<file path="config.mk">
export PLATFORM = sky130hd
export DESIGN_NAME = ysyx_23060337_regwr_arb
export DESIGN_NICKNAME = d
export VERILOG_FILES = /design/src/rtl/ysyx_23060337_regwr_arb.sv
export SDC_FILE = /design/constraint.sdc
export NUM_CORES = 1
export LEC_CHECK = 0
export BUFFER_PORTS_ARGS = -buffer_cell sky130_fd_sc_hd__buf_2
export CORE_MARGIN = 1.5
export CORE_UTILIZATION = 37
export CTS_CLUSTER_SIZE = 16
export DETAILED_ROUTE_END_ITERATION = 8
export HOLD_SLACK_MARGIN = 0.15
export PLACE_DENSITY = 0.86
export SETUP_SLACK_MARGIN = 0.3
export SYNTH_ARGS = -nofsm -noshare
export SYNTH_HDL_FRONTEND = slang
export SYNTH_SLANG_ARGS = --single-unit
</file>
<file path="constraint.sdc">
create_clock -name clk -period 1.7 [get_ports clk]
set_input_delay 0.17 -clock clk [delete_from_list [all_inputs] [get_ports clk]]
set_output_delay 0.17 -clock clk [all_outputs]
set_load 0.01 [all_outputs]
</file>
<file path="src/rtl/ysyx_23060337_regwr_arb.sv">
// Round-robin arbiter feeding a one-entry output stage that owns the register bank write port.
// Requesters are searched upward from the one after the last accepted index.
module ysyx_23060337_regwr_arb #(
   parameter int NREQ  = 3,
   parameter int WIDTH = 32,
   parameter int AW    = 5,
   localparam int SW   = (NREQ > 2) ? $clog2(NREQ) : 1
) (
   input  logic                  clk,
   input  logic                  rst,
   input  logic [NREQ-1:0]       req_valid,
   input  logic [NREQ*AW-1:0]    req_addr,
   input  logic [NREQ*WIDTH-1:0] req_data,
   output logic [NREQ-1:0]       req_ready,
   output logic                  wr_valid,
   output logic [AW-1:0]         wr_addr,
   output logic [WIDTH-1:0]      wr_data,
   input  logic                  wr_ready,
   output logic [SW-1:0]         wr_src
);

   logic             wr_valid_q, wr_valid_d;
   logic [AW-1:0]    wr_addr_q,  wr_addr_d;
   logic [WIDTH-1:0] wr_data_q,  wr_data_d;
   logic [SW-1:0]    wr_src_q,   wr_src_d;
   logic [SW-1:0]    last_q,     last_d;

   logic [NREQ-1:0]  hi_mask, req_hi, cand, grant;
   logic [SW-1:0]    win;
   logic             found;
   logic [AW-1:0]    sel_addr;
   logic [WIDTH-1:0] sel_data;
   logic             free, accept;

   // Requests above `last` take precedence; otherwise wrap to the lowest set bit.
   always_comb begin
      hi_mask = '0;
      for (int unsigned i = 0; i < NREQ; i++) begin
         hi_mask[i] = (i > 32'(last_q));
      end
      req_hi = req_valid & hi_mask;
      cand   = (|req_hi) ? req_hi : req_valid;
      grant  = '0;
      win    = '0;
      found  = 1'b0;
      for (int unsigned i = 0; i < NREQ; i++) begin
         if (cand[i] && !found) begin
            found    = 1'b1;
            grant[i] = 1'b1;
            win      = SW'(i);
         end
      end
   end

   always_comb begin
      sel_addr = '0;
      sel_data = '0;
      for (int unsigned i = 0; i < NREQ; i++) begin
         if (grant[i]) begin
            sel_addr = req_addr[i*AW +: AW];
            sel_data = req_data[i*WIDTH +: WIDTH];
         end
      end
   end

   // rst gates ready so nothing is accepted while the stage is held in reset.
   assign free      = !wr_valid_q || wr_ready;
   assign req_ready = (free && !rst) ? grant : '0;
   assign accept    = |(req_valid & req_ready);

   always_comb begin
      wr_valid_d = wr_valid_q;
      wr_addr_d  = wr_addr_q;
      wr_data_d  = wr_data_q;
      wr_src_d   = wr_src_q;
      last_d     = last_q;
      if (accept) begin
         wr_valid_d = 1'b1;
         wr_addr_d  = sel_addr;
         wr_data_d  = sel_data;
         wr_src_d   = win;
         last_d     = win;
      end else if (wr_ready) begin
         wr_valid_d = 1'b0;
      end
   end

   always_ff @(posedge clk or posedge rst) begin
      if (rst) begin
         wr_valid_q <= 1'b0;
         wr_addr_q  <= '0;
         wr_data_q  <= '0;
         wr_src_q   <= '0;
         last_q     <= SW'(NREQ - 1);
      end else begin
         wr_valid_q <= wr_valid_d;
         wr_addr_q  <= wr_addr_d;
         wr_data_q  <= wr_data_d;
         wr_src_q   <= wr_src_d;
         last_q     <= last_d;
      end
   end

   assign wr_valid = wr_valid_q;
   assign wr_addr  = wr_addr_q;
   assign wr_data  = wr_data_q;
   assign wr_src   = wr_src_q;

endmodule

</file>
Word level (Yosys, flattened, before mapping). Index checks and enable logic that the tools add are counted.

ROM bits: 0. Bits of input ports: 117. Latch bits: 0. Memories: 0. Memory bits (writable): 0. Logic and storage cells: 36. Bits in registers: 42.

Magnitude comparators: 2. Bitwise gates (word level): 2. Reductions and logical operators: 11. Equal/unequal tests: 0. Divide/modulo/power cells: 0. Muxes and demuxes: 16. Add/sub/neg operators: 0. Multipliers: 0. Shift operators: 0.

Operators by type and width (number): 32-bit two-way mux (3); 5-bit two-way mux (3); 1-bit two-way mux (7); 3-bit bitwise AND (2); 3-bit two-way mux (2); 3-bit OR reduction (2); 1-bit logical NOT (4); 1-bit logical AND (3); 1-bit by 2-bit > comparator with 1-bit output (first input constant) (1); 2-bit > comparator (first input constant) (1); 2-bit two-way mux (1); 2-bit nonzero test (1); 1-bit logical OR (1).

Depth between registers and ports, before layout.
Depth in word-level cells: 15. Gate-level depth with buffers: 6.

Worst setup path before layout. OpenSTA, ideal clock, no wires.

Kind: input port to flip-flop. From: in rst. To: reg wr_data_q[10], in the netlist wr_data[10]. Cell stages on the path: 6. Path slack: -0.437 ns. Data arrival time: 2.058 ns. Path through: clkinv_1 > o311ai_1 > buf_4 > buf_6 > a21oi_1 > a2bb2oi_1.

Word-level cells in the longest chain between the ends: 5.

RTL lines: from (decl) (RTL line 10) `input logic rst,`; 1-bit logical NOT (no line); 1-bit logical AND (RTL line 68) `assign req_ready = (free && !rst) ? grant : '0;`; 3-bit two-way mux (RTL line 68); 3-bit bitwise AND (RTL line 69) `assign accept = |(req_valid & req_ready);`; 3-bit OR reduction (RTL line 69); to (signal assigned) (RTL line 98) `wr_data_q <= wr_data_d;`; to (decl) (RTL line 24) `logic [WIDTH-1:0] wr_data_q, wr_data_d;`.

Every way passes these cells. A chain may end at the register's enable or synchronous reset.

==> flow_metrics.env <==
export IMPL_path_max_fanout=16
export IMPL_crit_type="reg2reg"
export IMPL_synth_area_mux_share_pct=0
export IMPL_syn_avg_cell_area_um2=11.10
export IMPL_start_util_pct=38.10
export IMPL_synth_area_leaders="dfrtp_1, a2bb2oi_2, a22oi_1"
export IMPL_power_density_mw_per_mm2=1043
export IMPL_reg2reg_depth=6
export IMPL_drive_gt1_share_pct=69.05
export IMPL_crit_required_ns=1.87
export IMPL_slew_headroom_pct=69.38
export IMPL_via_per_inst=5.296
export IMPL_rows=28
export IMPL_maxCapViolCount=0
export IMPL_period_minus_slack_ns=1.561
export IMPL_ys_warn_count=0
export IMPL_place_area_mm2=0.003222
export IMPL_yosys_area_top_type_share_pct=44.64
export IMPL_min_delay_start="req_data[75]"
export IMPL_grt_max_degree=40
export IMPL_insertion_delay_ns=0.29
export IMPL_clock_sinks=41
export IMPL_dpl_cell_count=426
export IMPL_ys_seq_area_share_pct=45.81
export IMPL_hold_end="wr_data[11]$_DFFE_PP0P_"
export IMPL_yosysTopAreaCell="dfrtp_1"
export IMPL_final_area_mm2=0.003764
export IMPL_wirelength_mm=7.492
export IMPL_route_detailed_drc=0
export IMPL_fin_nets=494
export IMPL_cp_start_kind="flip-flop"
export IMPL_fillCellCount=470
export IMPL_seq_area_mm2=0.001028
export IMPL_tns_ns=0
export IMPL_finalHoldViolations=0
export IMPL_hold_depth=3
export IMPL_regToRegStartpoint="wr_src[0]$_DFFE_PP0P_"
export IMPL_dieArea_mm2=0.006536
export IMPL_worst_pin_slew_ns=0.4593
export IMPL_rsz0062_at_grt="yes"
export IMPL_finalNonFillerCells=453
export IMPL_synth_xor_area_share_pct=0
export IMPL_via_count=2399
export IMPL_design_core_area_mm2=0.005886
export IMPL_wl_per_cell_um=16.54
export IMPL_status="completed"
export IMPL_htreeDepth=2
export IMPL_grt_antenna_before_repair=0
export IMPL_grt_usage_pct=22.16
export IMPL_antenna_left=0
export IMPL_arrival_ns=1.73
export IMPL_multi_input_area_mm2=0.001391
export IMPL_hpwl_mm=5.040
export IMPL_max_freq_ghz=0.6407
export IMPL_drtIter0Drc=77
export IMPL_cts_tree="yes"
export IMPL_ir_drop_v=0.0005197
export IMPL_area_growth_pct=67.86
export IMPL_cts_buffer_depth=2
export IMPL_die_h_um=80.85
export IMPL_dr_pass1_iters=5
export IMPL_ioPinCount=160
export IMPL_synth_compound_area_share_pct=43.58
export IMPL_period_share_pct=91.82
export IMPL_dieWidth_um=80.85
export IMPL_grt_pass1_vias=2378
export IMPL_synth_adder_area_share_pct=0
export IMPL_setup_viol=0
export IMPL_synth_seq_cells=41
export IMPL_synthCells=202
export IMPL_port_buffers=159
export IMPL_grt_ovfl_total=0
export IMPL_skew_ns=0.008258
export IMPL_grt_pass1_wl_mm=11.10
export IMPL_crit_path_end_kind="flip-flop"
export IMPL_synth_top_family_by_area="compound AO/OA/AOI/OAI gates"
export IMPL_synth_distinct_cells=27
export IMPL_n_antenna_cell=0
export IMPL_rrSetupSlack_ns=0.14
export IMPL_routabilityCongestion=0.7862
export IMPL_cts_clk_slew_worst_paths_ns=0.08
export IMPL_worst_r2r_endpoint="wr_data[1]$_DFFE_PP0P_"
export IMPL_hold_path_class="in2reg"
export IMPL_p_leak_nw=1.712
export IMPL_cts_inserted_buffers=5
export IMPL_synthesis_nets=319
export IMPL_synth_simple_gate_area_share_pct=4.464
export IMPL_synth_cell_area_mm2=0.002242
export IMPL_clock_root_buffer="clkbuf_8"
export IMPL_maxSlewViolCount=0
==> placed cells by master, fill, tap and decap left out, types with 2 or more instances in the layout <==
cell type	synthesis	final
a22oi_2	0	12
a21oi_2	0	21
a2bb2oi_1	17	17
nor2_1	3	2
a21oi_1	40	9
a21o_1	3	3
buf_12	0	3
buf_4	9	9
a22oi_1	37	25
dlygate4sd3_1	0	12
clkbuf_8	0	6
a2bb2oi_2	20	20
dfrtp_1	40	39
nand2_1	2	2
buf_6	1	4
nor2b_1	3	2
buf_8	0	2
a21oi_4	0	10
buf_2	8	158
==> sequential cells by signal (all words and copies together), names as in the netlist <==
| name | cells |
|---|---|
| wr_addr | 5 |
| wr_src | 2 |
| wr_valid | 1 |
| last_q | 1 |
| wr_data | 32 |
==> where the power goes <==
group          total, mW  switching, mW  internal (mW)  leakage (nW)
combinational       1.73          0.852          0.876          1.19
clock              0.808          0.331          0.477        0.0574
sequential          1.39          0.166           1.22         0.461
==> metal layers <==
layer / part of all wire (%) / vias up / global-route usage, % / wire [um]
li1: - / 1136 / - / -
met3: 6.0 / 8 / 4.270 / 448
met4: 0.84 / 0 / 4.828 / 63
met2: 54 / 114 / 43.00 / 4071
met1: 39 / 1141 / 24.70 / 2908
met5: 0 / - / 0 / 0
==> cells by family after synthesis <==
family	count (synthesis)
compound gates	121
buf+inv	23
flops	41
simple gates	17
==> Yosys cell counts <==
| cell type | instances |
|---|---|
| a21oi_1 | 40 |
| dfrtp_1 | 40 |
| a22oi_1 | 37 |
| a2bb2oi_2 | 20 |
| a2bb2oi_1 | 17 |
| buf_4 | 9 |
| buf_2 | 8 |
| a21o_1 | 3 |
| nor2_1 | 3 |
| nor2b_1 | 3 |
| clkbuf_1 | 2 |
| inv_1 | 2 |
| nand2_1 | 2 |
| nand2b_1 | 2 |
| o21ai_0 | 2 |
| a22o_1 | 1 |
| and2_1 | 1 |
| buf_6 | 1 |
| clkinv_1 | 1 |
| dfstp_2 | 1 |
| nand2_2 | 1 |
| nand2b_2 | 1 |
| nand3_1 | 1 |
| nor2_2 | 1 |
| nor3_1 | 1 |
| nor3b_2 | 1 |
| o311ai_1 | 1 |
==> final cells by class <==
| class | count | share of cell area (%) |
|---|---|---|
| clock inverters | 2 | 0.9973 |
| well taps | 75 | 2.493 |
| repair buffers | 188 | 29.59 |
| inverters | 3 | 0.4322 |
| clock buffers | 6 | 2.194 |
| flip-flops and latches | 41 | 27.33 |
| multi-input cells | 138 | 36.97 |
==> how the worst max path moves through the flow <==
stage                     startpoint                       to  slack, ns  depth (start not counted)
2_1_floorplan  wr_src[0]$_DFFE_PP0P_   wr_addr[0]$_DFFE_PP0P_       0.29                          6
3_3_place_gp   last_q[1]$_DFFE_PP1P_  wr_data[31]$_DFFE_PP0P_       0.22                          5
3_5_place_dp   last_q[1]$_DFFE_PP1P_   wr_data[1]$_DFFE_PP0P_       0.15                          5
4_1_cts        last_q[1]$_DFFE_PP1P_             req_ready[2]       0.15                          5
5_1_grt        last_q[1]$_DFFE_PP1P_   wr_data[2]$_DFFE_PP0P_       0.08                          6
6_report       wr_src[0]$_DFFE_PP0P_   wr_data[1]$_DFFE_PP0P_       0.14                          6
==> what timing repair did <==
item	in CTS	in global routing
hold buffers	12	0
endpoints found under the setup margin	40	42
cloned	0	0
resized for setup	25	26
pin swaps	3	1
hold endpoints to repair	51	0
buffers inserted	5	2
==> critical path, stage by stage (launching register included) <==
cell and delay [ns]:
dfrtp_2 0.45, nand2b_4 0.17, a22o_4 0.28, buf_6 0.15
buf_12 0.16, a21oi_2 0.15, a2bb2oi_1 0.08
==> stage by stage <==
stage          power, mW  hold slack (ns)  setup slack, ns  util, %
2_1_floorplan      2.335         0.009330           0.2853        -
3_3_place_gp       2.829          0.06478           0.2236    54.74
3_5_place_dp       2.888          0.06637           0.1472    54.74
4_1_cts            3.833           0.1567           0.1534    61.73
5_1_grt            4.146           0.1513          0.08062    63.95
6_report           3.925           0.1669           0.1391    63.95
(Power assumes the default switching activity.)
